File: src/rtl/load_store_unit.sv
// load_store_unit: MIPS memory stage, sub-word load/store onto a word-only RAM port
module load_store_unit (
    input  logic        clk_i,
    input  logic        rst_i,
    input  logic        req_i,
    input  logic        we_i,
    input  logic [1:0]  size_i,
    input  logic        uns_i,
    input  logic [7:0]  addr_i,
    input  logic [31:0] wdata_i,
    output logic [31:0] rdata_o,
    output logic        done_o,
    output logic        err_o,
    output logic        busy_o,
    output logic [7:0]  ram_address_o,
    output logic [31:0] ram_data_in_o,
    input  logic [31:0] ram_data_out_i,
    output logic        ram_write_o,
    output logic        ram_cs_o
);
    typedef enum logic [2:0] {IDLE, LD, RMW_RD, WR, FIN} state_t;

    state_t      state_q, state_d;
    logic [1:0]  size_q;
    logic        uns_q;
    logic [7:0]  addr_q;
    logic [31:0] wdata_q;
    logic        err_q;
    logic [31:0] rdata_q;
    logic [31:0] merge_q;
    logic        bad;
    logic [7:0]  byte_v;
    logic [15:0] half_v;
    logic [31:0] load_v;
    logic [31:0] merge_v;

    assign bad = (size_i == 2'b10) || (size_i == 2'b01 && addr_i[0]) || (size_i == 2'b11 && addr_i[1:0] != 2'b00);

    // Next-state decode; errors skip RAM entirely and go straight to FIN
    always_comb begin
        state_d = state_q;
        unique case (state_q)
            IDLE:    if (req_i) state_d = bad ? FIN : !we_i ? LD : size_i == 2'b11 ? WR : RMW_RD;
            LD:      state_d = FIN;
            RMW_RD:  state_d = WR;
            WR:      state_d = FIN;
            FIN:     state_d = IDLE;
            default: state_d = IDLE;
        endcase
    end

    // Lane extraction for loads and lane replacement for read-modify-write stores
    always_comb begin
        byte_v  = ram_data_out_i[{addr_q[1:0], 3'b000} +: 8];
        half_v  = addr_q[1] ? ram_data_out_i[31:16] : ram_data_out_i[15:0];
        load_v  = size_q == 2'b11 ? ram_data_out_i :
                  size_q == 2'b01 ? {{16{~uns_q & half_v[15]}}, half_v} :
                                    {{24{~uns_q & byte_v[7]}}, byte_v};
        merge_v = ram_data_out_i;
        if (size_q == 2'b01)
            merge_v[{addr_q[1], 4'b0000} +: 16] = wdata_q[15:0];
        else
            merge_v[{addr_q[1:0], 3'b000} +: 8] = wdata_q[7:0];
    end

    // State, request capture, load result and merge register
    always_ff @(posedge clk_i) begin
        if (rst_i) begin
            state_q <= IDLE;
            size_q  <= 2'b00;
            uns_q   <= 1'b0;
            addr_q  <= 8'h00;
            wdata_q <= 32'h0;
            err_q   <= 1'b0;
            rdata_q <= 32'h0;
            merge_q <= 32'h0;
        end else begin
            state_q <= state_d;
            if (state_q == IDLE && req_i) begin
                size_q  <= size_i;
                uns_q   <= uns_i;
                addr_q  <= addr_i;
                wdata_q <= wdata_i;
                err_q   <= bad;
            end
            if (state_q == LD) rdata_q <= load_v;
            if (state_q == RMW_RD) merge_q <= merge_v;
        end
    end

    assign rdata_o       = rdata_q;
    assign done_o        = state_q == FIN;
    assign err_o         = state_q == FIN && err_q;
    assign busy_o        = state_q != IDLE;
    assign ram_address_o = {addr_q[7:2], 2'b00};
    assign ram_cs_o      = !rst_i && (state_q == LD || state_q == RMW_RD);
    assign ram_write_o   = !rst_i && state_q == WR;
    assign ram_data_in_o = ram_write_o ? (size_q == 2'b11 ? wdata_q : merge_q) : 32'h0;
endmodule

File: config.mk
export PLATFORM = sky130hd
export DESIGN_NAME = load_store_unit
export DESIGN_NICKNAME = d
export VERILOG_FILES = /design/src/rtl/load_store_unit.sv
export SDC_FILE = /design/constraint.sdc
export NUM_CORES = 1
export LEC_CHECK = 0
export CAP_MARGIN = 20
export CORE_MARGIN = 2
export CORE_UTILIZATION = 49
export DETAILED_ROUTE_END_ITERATION = 6
export PLACE_DENSITY = 0.81
export SLEW_MARGIN = 10
export SYNTH_ARGS = -nofsm -noshare
export SYNTH_HDL_FRONTEND = slang
export SYNTH_SLANG_ARGS = --single-unit
File: constraint.sdc
create_clock -name clk_i -period 2.2 [get_ports clk_i]
set_input_delay 0.44 -clock clk_i [delete_from_list [all_inputs] [get_ports clk_i]]
set_output_delay 0.44 -clock clk_i [all_outputs]
set_load 0.05 [all_outputs]
==> results of run 1 <==
==> state kept, by name, summed over array words and instances, names as in the netlist <==
register / cells
rdata_o: 32
merge_q: 32
err_q: 1
addr_q: 8
wdata_q: 32
size_q: 2
state_q: 3
uns_q: 1
==> cell type report <==
class | count | area (sq um)
tap | 143 | 179
multi-input combinational | 543 | 3210
clock buffer | 10 | 239
inverter | 10 | 37.5
timing repair buffer | 202 | 2300
clock inverter | 6 | 67.6
fill | 927 | 3060
sequential | 111 | 2230
==> cell families (layout without fill, tap and decap cells) <==
| group | Yosys count | count (layout) | share of synthesized area |
|---|---|---|---|
| AO/OA/AOI/OAI | 219 | 219 | 0.254 |
| multiplexers | 26 | 26 | 0.0526 |
| adder cells (fa/ha/maj) | 5 | 5 | 0.0111 |
| buffers and inverters | 77 | 228 | 0.0657 |
| flip-flops | 111 | 111 | 0.394 |
| other | 1 | 2 | 0.000665 |
| AND/OR/NAND/NOR | 291 | 291 | 0.221 |
==> through the flow <==
step                instances  utilization
global route             1025        0.730
detailed placement       1009        0.688
CTS                      1025        0.728
global placement         1009        0.688
floorplan                 731            -
finish                   1025        0.730
==> cell usage in the layout (no fill, tap or decap), types with 9 or more instances in the layout <==
cell type | Yosys | layout
sky130_fd_sc_hd__nand2_1 | 199 | 199
sky130_fd_sc_hd__clkdlybuf4s50_1 | 0 | 115
sky130_fd_sc_hd__dfxtp_1 | 111 | 108
sky130_fd_sc_hd__a21oi_1 | 83 | 50
sky130_fd_sc_hd__buf_4 | 15 | 46
sky130_fd_sc_hd__nor2_1 | 42 | 42
sky130_fd_sc_hd__buf_12 | 0 | 39
sky130_fd_sc_hd__a221oi_1 | 37 | 37
sky130_fd_sc_hd__o21ai_0 | 35 | 35
sky130_fd_sc_hd__a21oi_2 | 1 | 31
sky130_fd_sc_hd__a211oi_1 | 22 | 22
sky130_fd_sc_hd__mux2_2 | 19 | 19
sky130_fd_sc_hd__nor3_1 | 18 | 17
sky130_fd_sc_hd__o21ai_1 | 15 | 15
sky130_fd_sc_hd__inv_1 | 9 | 9
sky130_fd_sc_hd__clkbuf_16 | 0 | 9
==> repair_timing <==
item | CTS | global route
resized for setup | 39 | 4
setup endpoints to repair | 34 | 41
pin swaps | 0 | 0
==> report_power, final <==
group	total [mW]	leakage, nW	internal (mW)	switching (mW)
Combinational	1.42	1.79	0.566	0.858
Clock	1.71	0.151	0.923	0.784
Sequential	2.28	0.906	2.16	0.116
==> path summary, 6_finish.rpt <==
check | from | endpoint | slack (ns)
setup / recovery | state_q[2] | ram_data_in_o[8] | -0.17
setup reg to reg | addr_q[1] | merge_q[29] | 0.22
hold / removal | wdata_q[24] | wdata_q[24] | 0.46
hold reg to reg | wdata_q[24] | wdata_q[24] | 0.46
==> per-layer routing <==
metal	GRT usage	share of wire
met5	0	0
met4	0.111	0.028
met3	0.0957	0.10
met2	0.539	0.46
met1	0.440	0.41
==> worst min-delay path, stage by stage, from the launching register on <==
cell                      delay (ns)
sky130_fd_sc_hd__dfxtp_1        0.31
sky130_fd_sc_hd__nand2_1        0.05
sky130_fd_sc_hd__a21oi_1        0.05
==> flow_summary.rst, run 1 <==
.. list-table::
   :header-rows: 1

   * - Metric
     - Value
   * - Share of the yosys chip area belonging to registers
     - 0.394
   * - Portion of the clock cycle consumed by the worst path in the final layout
     - 1.08
   * - Normalized max-slew margin
     - 0.569
   * - Post-Syn Instances
     - 730
   * - Hold-fix buffers at CTS
     - 0
   * - Family with the most delay on the worst path
     - simple AND/OR/NAND/NOR gates
   * - Fraction of layout instances using a drive strength above 1
     - 0.202
   * - Routability cong.
     - 0.978
   * - Final net count
     - 961
   * - Initial DRC count
     - 650
   * - Kind of start point of the critical path
     - flip-flop
   * - IO Pins
     - 156
   * - Buffer count from post-CTS setup fixing
     - 0
   * - Most frequent CP cell
     - sky130_fd_sc_hd__buf_12
   * - Worst hold path stage count
     - 2
   * - Cell Chain, Critical Path
     - nand2b_4 > or3b_4 > buf_12 > a21oi_4 > buf_4 > buf_12
   * - Post-synthesis async set-or-reset flop share
     - 0
   * - Detailed-routing iteration count for the pre-antenna-repair pass
     - 5
   * - R2r worst-path depth
     - 8
   * - Per-cell via count in the routed design
     - 6.04
   * - DRT Wirelength
     - 20900 um
   * - Summed instance area of the synthesized netlist
     - 5640 sq um
   * - Count of standard-cell rows
     - 39
   * - Pwr Density
     - 655 nW/um^2
   * - Type of element capturing the critical path
     - primary output
   * - Leak pwr
     - 2.84 nW
   * - Maximum fanout count along the critical path
     - 33
   * - Top flip-flop cell by instance count after synthesis
     - sky130_fd_sc_hd__dfxtp_1
   * - Number of buffers created by CTS
     - 9
   * - Place WS
     - 0.00596 ns
   * - Avg Cell Area, Syn
     - 7.72 sq um
   * - Slowest-stage cell, CP
     - sky130_fd_sc_hd__or3b_4
   * - Largest area contributor in the synthesized netlist
     - sky130_fd_sc_hd__dfxtp_1
   * - Synth-to-Final Area Change
     - 46.6%
   * - Hold Crit Class
     - reg -> reg
   * - Slew at the pin with the worst max-slew slack
     - 0.647 ns
   * - Area fraction of the dominant cell type after synthesis
     - 0.394
   * - Data arrival, critical path
     - 1.93 ns
   * - Count of final max-slew check failures
     - 0
   * - Global-route congestion overflow total
     - 0
   * - Number of antenna violations at the first check in global routing
     - 0
   * - Overall global routing resource usage
     - 0.337
   * - Outcome
     - finished, violations left
   * - Failing checks
     - setup timing
   * - DRC violation count after routing
     - 0
   * - Worst vdd ir
     - 0.683 mV
   * - Clock tree from TritonCTS
     - done
   * - Slack of the critical path
     - -0.170 ns
   * - Number of vias after detailed routing
     - 6195
   * - Final setup fails
     - 32
   * - Vert. Die Dim
     - 111 um
   * - Number of synthesized flops with an enable pin
     - 0
   * - Max Buffers Root-to-Sink
     - 2
   * - Count of input and output buffers
     - 153
   * - Total negative slack
     - -2.76 ns
   * - Clock insertion delay at the later pin of the skew report
     - 0.36 ns
   * - Count of buffer and inverter cells on the critical path
     - 3
   * - Root buffer cell
     - sky130_fd_sc_hd__clkbuf_16
   * - Largest cells by area after synthesis
     - sky130_fd_sc_hd__dfxtp_1 39%, sky130_fd_sc_hd__nand2_1 13%, sky130_fd_sc_hd__a21oi_1 7.4%
   * - Count of cell types in the netlist
     - 58
   * - Total number of clock tree sinks
     - 111
   * - Max-capacitance violation count
     - 0
   * - Setup repair after global routing missed its margin
     - true
   * - First-pass GRT wire length
     - 32800 um
   * - Slowest Stage Delay on Critical Path
     - 0.38 ns
   * - Hold Violations, Final
     - 0
   * - Final HPWL from detailed placement
     - 15400 um
   * - Depth of the CTS H-tree
     - 3
   * - Initial core utilization
     - 0.498
   * - Maximum number of pins on one net before global-route repair
     - 57
   * - Most repeated cell in the gate-level netlist after synthesis
     - sky130_fd_sc_hd__nand2_1
   * - Min Clock Period, post-route
     - 2.37 ns
   * - Total Power
     - 5.41 mW
   * - Critical Path Stages
     - 6
   * - Die Width
     - 111 um
   * - Final design area excluding fillers
     - 8260 sq um
   * - Core box area
     - 11300 sq um
   * - Via count of the first global-routing pass
     - 6089
   * - Type of the setup path with the least slack
     - reg -> out
   * - Antenna cells
     - 0
   * - Count of synthesis-stage warnings from yosys
     - 0
   * - Clk pin slew, worst setup/hold paths
     - 0.07 ns
   * - Most common library cells after synthesis
     - 199 x sky130_fd_sc_hd__nand2_1, 111 x sky130_fd_sc_hd__dfxtp_1, 83 x sky130_fd_sc_hd__a21oi_1
   * - Data required time at the worst endpoint
     - 1.76 ns
   * - WL per Instance
     - 20.4 um
   * - Clk_skew
     - 0.00584 ns
   * - Max Clock Freq
     - 422 MHz
   * - Post-placement cell area
     - 7790 sq um
   * - Worst slack on hold paths
     - 0.458 ns
   * - Post-synthesis register bit count
     - 111
   * - Area of the die
     - 12400 sq um
   * - Remaining antenna violation count after routing
     - 0
No activity file was read; power rests on OpenSTA's default activity.
==> run 2, diff against run 1 <==
--- a/config.mk
+++ b/config.mk
@@ -9,6 +9,7 @@
 export CORE_MARGIN = 2
 export CORE_UTILIZATION = 49
 export DETAILED_ROUTE_END_ITERATION = 6
+export GPL_ROUTABILITY_DRIVEN = 1
 export PLACE_DENSITY = 0.81
 export SLEW_MARGIN = 10
 export SYNTH_ARGS = -nofsm -noshare
==> results of run 2 <==
No change in the layout: final DEF, timing and power equal those of run 1.
==> run 3, diff against run 2 <==
--- a/config.mk
+++ b/config.mk
@@ -7,10 +7,10 @@
 export LEC_CHECK = 0
 export CAP_MARGIN = 20
 export CORE_MARGIN = 2
-export CORE_UTILIZATION = 49
+export CORE_UTILIZATION = 32
 export DETAILED_ROUTE_END_ITERATION = 6
 export GPL_ROUTABILITY_DRIVEN = 1
-export PLACE_DENSITY = 0.81
+export HOLD_SLACK_MARGIN = 0.06
 export SLEW_MARGIN = 10
 export SYNTH_ARGS = -nofsm -noshare
 export SYNTH_HDL_FRONTEND = slang
==> constraint.sdc (replaced) <==
create_clock -name clk_i -period 2.2 [get_ports clk_i]
set_input_delay 0.33 -clock clk_i [delete_from_list [all_inputs] [get_ports clk_i]]
set_output_delay 0.33 -clock clk_i [all_outputs]
set_load 0.05 [all_outputs]
==> run 3 against run 2 <==
- the flow still finishes with violations (setup timing)
- non-clock buffer count is 1 lower
- core utilization is 25 points lower
- hold slack worse by 0.0049 ns
- power is 1.7% lower
- critical path type unchanged
- largest cell class unchanged
==> flow_summary.rst, run 3 (same netlist as run 1, synthesis figures left out) <==
.. list-table::
   :header-rows: 1

   * - Metric
     - Value
   * - Type of element capturing the critical path
     - primary output
   * - Fillers
     - 1700
   * - Worst slack on hold paths
     - 0.453 ns
   * - Number of antenna violations at the first check in global routing
     - 0
   * - Clk_skew
     - 0.0111 ns
   * - Max Buffers Root-to-Sink
     - 2
   * - Type of the setup path with the least slack
     - reg -> out
   * - Overall global routing resource usage
     - 0.218
   * - First-pass GRT wire length
     - 30800 um
   * - DRC violation count after routing
     - 0
   * - Kind of start point of the critical path
     - flip-flop
   * - Most frequent standard cell in the layout excluding fill and tap cells
     - sky130_fd_sc_hd__nand2_1
   * - Synth-to-Final Area Change
     - 45.5%
   * - Global-route congestion overflow total
     - 0
   * - Final net count
     - 960
   * - Detailed-routing iteration count for the pre-antenna-repair pass
     - 6
   * - Outcome
     - finished, violations left
   * - Initial DRC count
     - 528
   * - DRT Wirelength
     - 21100 um
   * - Root buffer cell
     - sky130_fd_sc_hd__clkbuf_16
   * - Hold Violations, Final
     - 0
   * - Count of input and output buffers
     - 153
   * - Final HPWL from detailed placement
     - 14500 um
   * - Antenna cells
     - 0
   * - Share of total power in sequential cells
     - 0.428
   * - Count of final max-slew check failures
     - 0
   * - Int Pwr
     - 3.54 mW
   * - Routability cong.
     - 0.904
   * - Setup repair after global routing missed its margin
     - true
   * - Slack of the critical path
     - -0.0282 ns
   * - Max-capacitance violation count
     - 0
   * - Via count of the first global-routing pass
     - 5525
   * - Switching Fraction
     - 0.334
   * - Count of standard-cell rows
     - 48
   * - WL per Instance
     - 19.1 um
   * - Total net switching power
     - 1.77 mW
   * - Normalized max-slew margin
     - 0.644
   * - Fraction of layout instances using a drive strength above 1
     - 0.199
   * - Number of vias after detailed routing
     - 5856
   * - Data required time at the worst endpoint
     - 1.87 ns
   * - Data arrival, critical path
     - 1.90 ns
   * - Portion of the clock cycle consumed by the worst path in the final layout
     - 1.01
   * - Maximum fanout count along the critical path
     - 8
   * - Total number of clock tree sinks
     - 111
   * - Layout Cells excl Fill
     - 1106
   * - Min Clock Period, post-route
     - 2.23 ns
   * - Slew at the pin with the worst max-slew slack
     - 0.532 ns
   * - Commonest non-fill, non-tap cells in the layout
     - 199 x sky130_fd_sc_hd__nand2_1, 115 x sky130_fd_sc_hd__clkdlybuf4s50_1, 106 x sky130_fd_sc_hd__dfxtp_1
   * - Clock insertion delay at the later pin of the skew report
     - 0.37 ns
   * - Initial core utilization
     - 0.327
   * - Share of total power in combinational logic
     - 0.264
   * - Vert. Die Dim
     - 137 um
   * - Die Width
     - 137 um
   * - Remaining antenna violation count after routing
     - 0
   * - Clk pin slew, worst setup/hold paths
     - 0.07 ns
   * - Depth of the CTS H-tree
     - 3
   * - Leak pwr
     - 2.81 nW
   * - Clock tree from TritonCTS
     - done
   * - Per-cell via count in the routed design
     - 5.29
   * - Failing checks
     - setup timing
   * - Core box area
     - 17200 sq um
   * - Number of placed cells counting well taps
     - 1084
   * - Area of the die
     - 18700 sq um
   * - Maximum number of pins on one net before global-route repair
     - 101
   * - IO Pins
     - 156
   * - Pwr Density
     - 648 nW/um^2
   * - Number of buffers created by CTS
     - 9
   * - Max Clock Freq
     - 449 MHz
   * - Relative contribution of the clock network to total power
     - 0.308
   * - Worst vdd ir
     - 0.571 mV
   * - Final setup fails
     - 9
   * - Hold Crit Class
     - reg -> reg
   * - Hold-fix buffers at CTS
     - 0
[run 3: changes by cell type in the layout (fill, tap and decap cells not counted), moves of 3 or more]
cell / delta
sky130_fd_sc_hd__a21oi_1: +5
sky130_fd_sc_hd__buf_6: +25
sky130_fd_sc_hd__a21oi_4: +9
sky130_fd_sc_hd__a21oi_2: -14
sky130_fd_sc_hd__buf_12: -30
sky130_fd_sc_hd__clkinv_4: +3
[run 3: repair_timing]
action | CTS | global route
endpoints found under the setup margin | 33 | 40
buffers inserted | 0 | 2
pin swaps | 0 | 1
gates resized for setup | 21 | 65
gates cloned | 1 | 3
[run 3: layout make-up]
| cell class | count | area [sq um] | area share |
|---|---|---|---|
| flip-flops and latches | 111 | 2230 | 0.272 |
| clock inverters | 6 | 51.3 | 0.00626 |
| inverters | 10 | 37.5 | 0.00458 |
| repair buffers | 201 | 2080 | 0.254 |
| multi-input cells | 543 | 3270 | 0.399 |
| well taps | 225 | 282 | 0.0343 |
| clock buffers | 10 | 239 | 0.0291 |
[run 3: worst max-delay path, cell delays in order (launching register included)]
cell and delay (ns):
sky130_fd_sc_hd__dfxtp_4 0.35, sky130_fd_sc_hd__nand2b_4 0.14, sky130_fd_sc_hd__or3b_4 0.48, sky130_fd_sc_hd__clkbuf_16 0.21
sky130_fd_sc_hd__a21oi_1 0.13, sky130_fd_sc_hd__buf_4 0.22
[run 3: worst paths after layout]
kind         slack (ns)  cells past startpoint                end        from
max reg2reg        0.31                      7        merge_q[16]   addr_q[0]
max               -0.03                      5  ram_data_in_o[19]  state_q[2]
min reg2reg        0.45                      2          addr_q[7]   addr_q[7]
min                0.45                      2          addr_q[7]   addr_q[7]
[run 3: per-stage QoR]
stage | setup TNS (ns) | utilization | setup WS [ns] | power, mW | cell area [sq um]
floorplan | -2.53 | - | -0.0874 | 3.14 | 5640
global placement | 0 | 0.432 | 0.0753 | 3.67 | 7450
detailed placement | 0 | 0.432 | 0.0605 | 3.68 | 7450
CTS | -0.0979 | 0.455 | -0.0156 | 5.33 | 7840
global route | -0.950 | 0.476 | -0.0749 | 5.56 | 8200
finish | -0.156 | 0.476 | -0.0282 | 5.31 | 8200
[run 3: power by group through the flow]
stage	combinational (mW)	clock (mW)	sequential [mW]
after global placement	1.36	0	2.31
final	1.40	1.64	2.27
after floorplan	0.703	0	2.44
after CTS	1.38	1.68	2.27
after global routing	1.51	1.76	2.29
after detailed placement	1.37	0	2.32
[run 3: per-layer routing]
metal	vias up	part of all wire	track usage
met5	-	0	0
met4	0	0.026	0.0584
met3	40	0.10	0.0663
met2	283	0.45	0.338
met1	2688	0.42	0.294
li1	2845	-	-
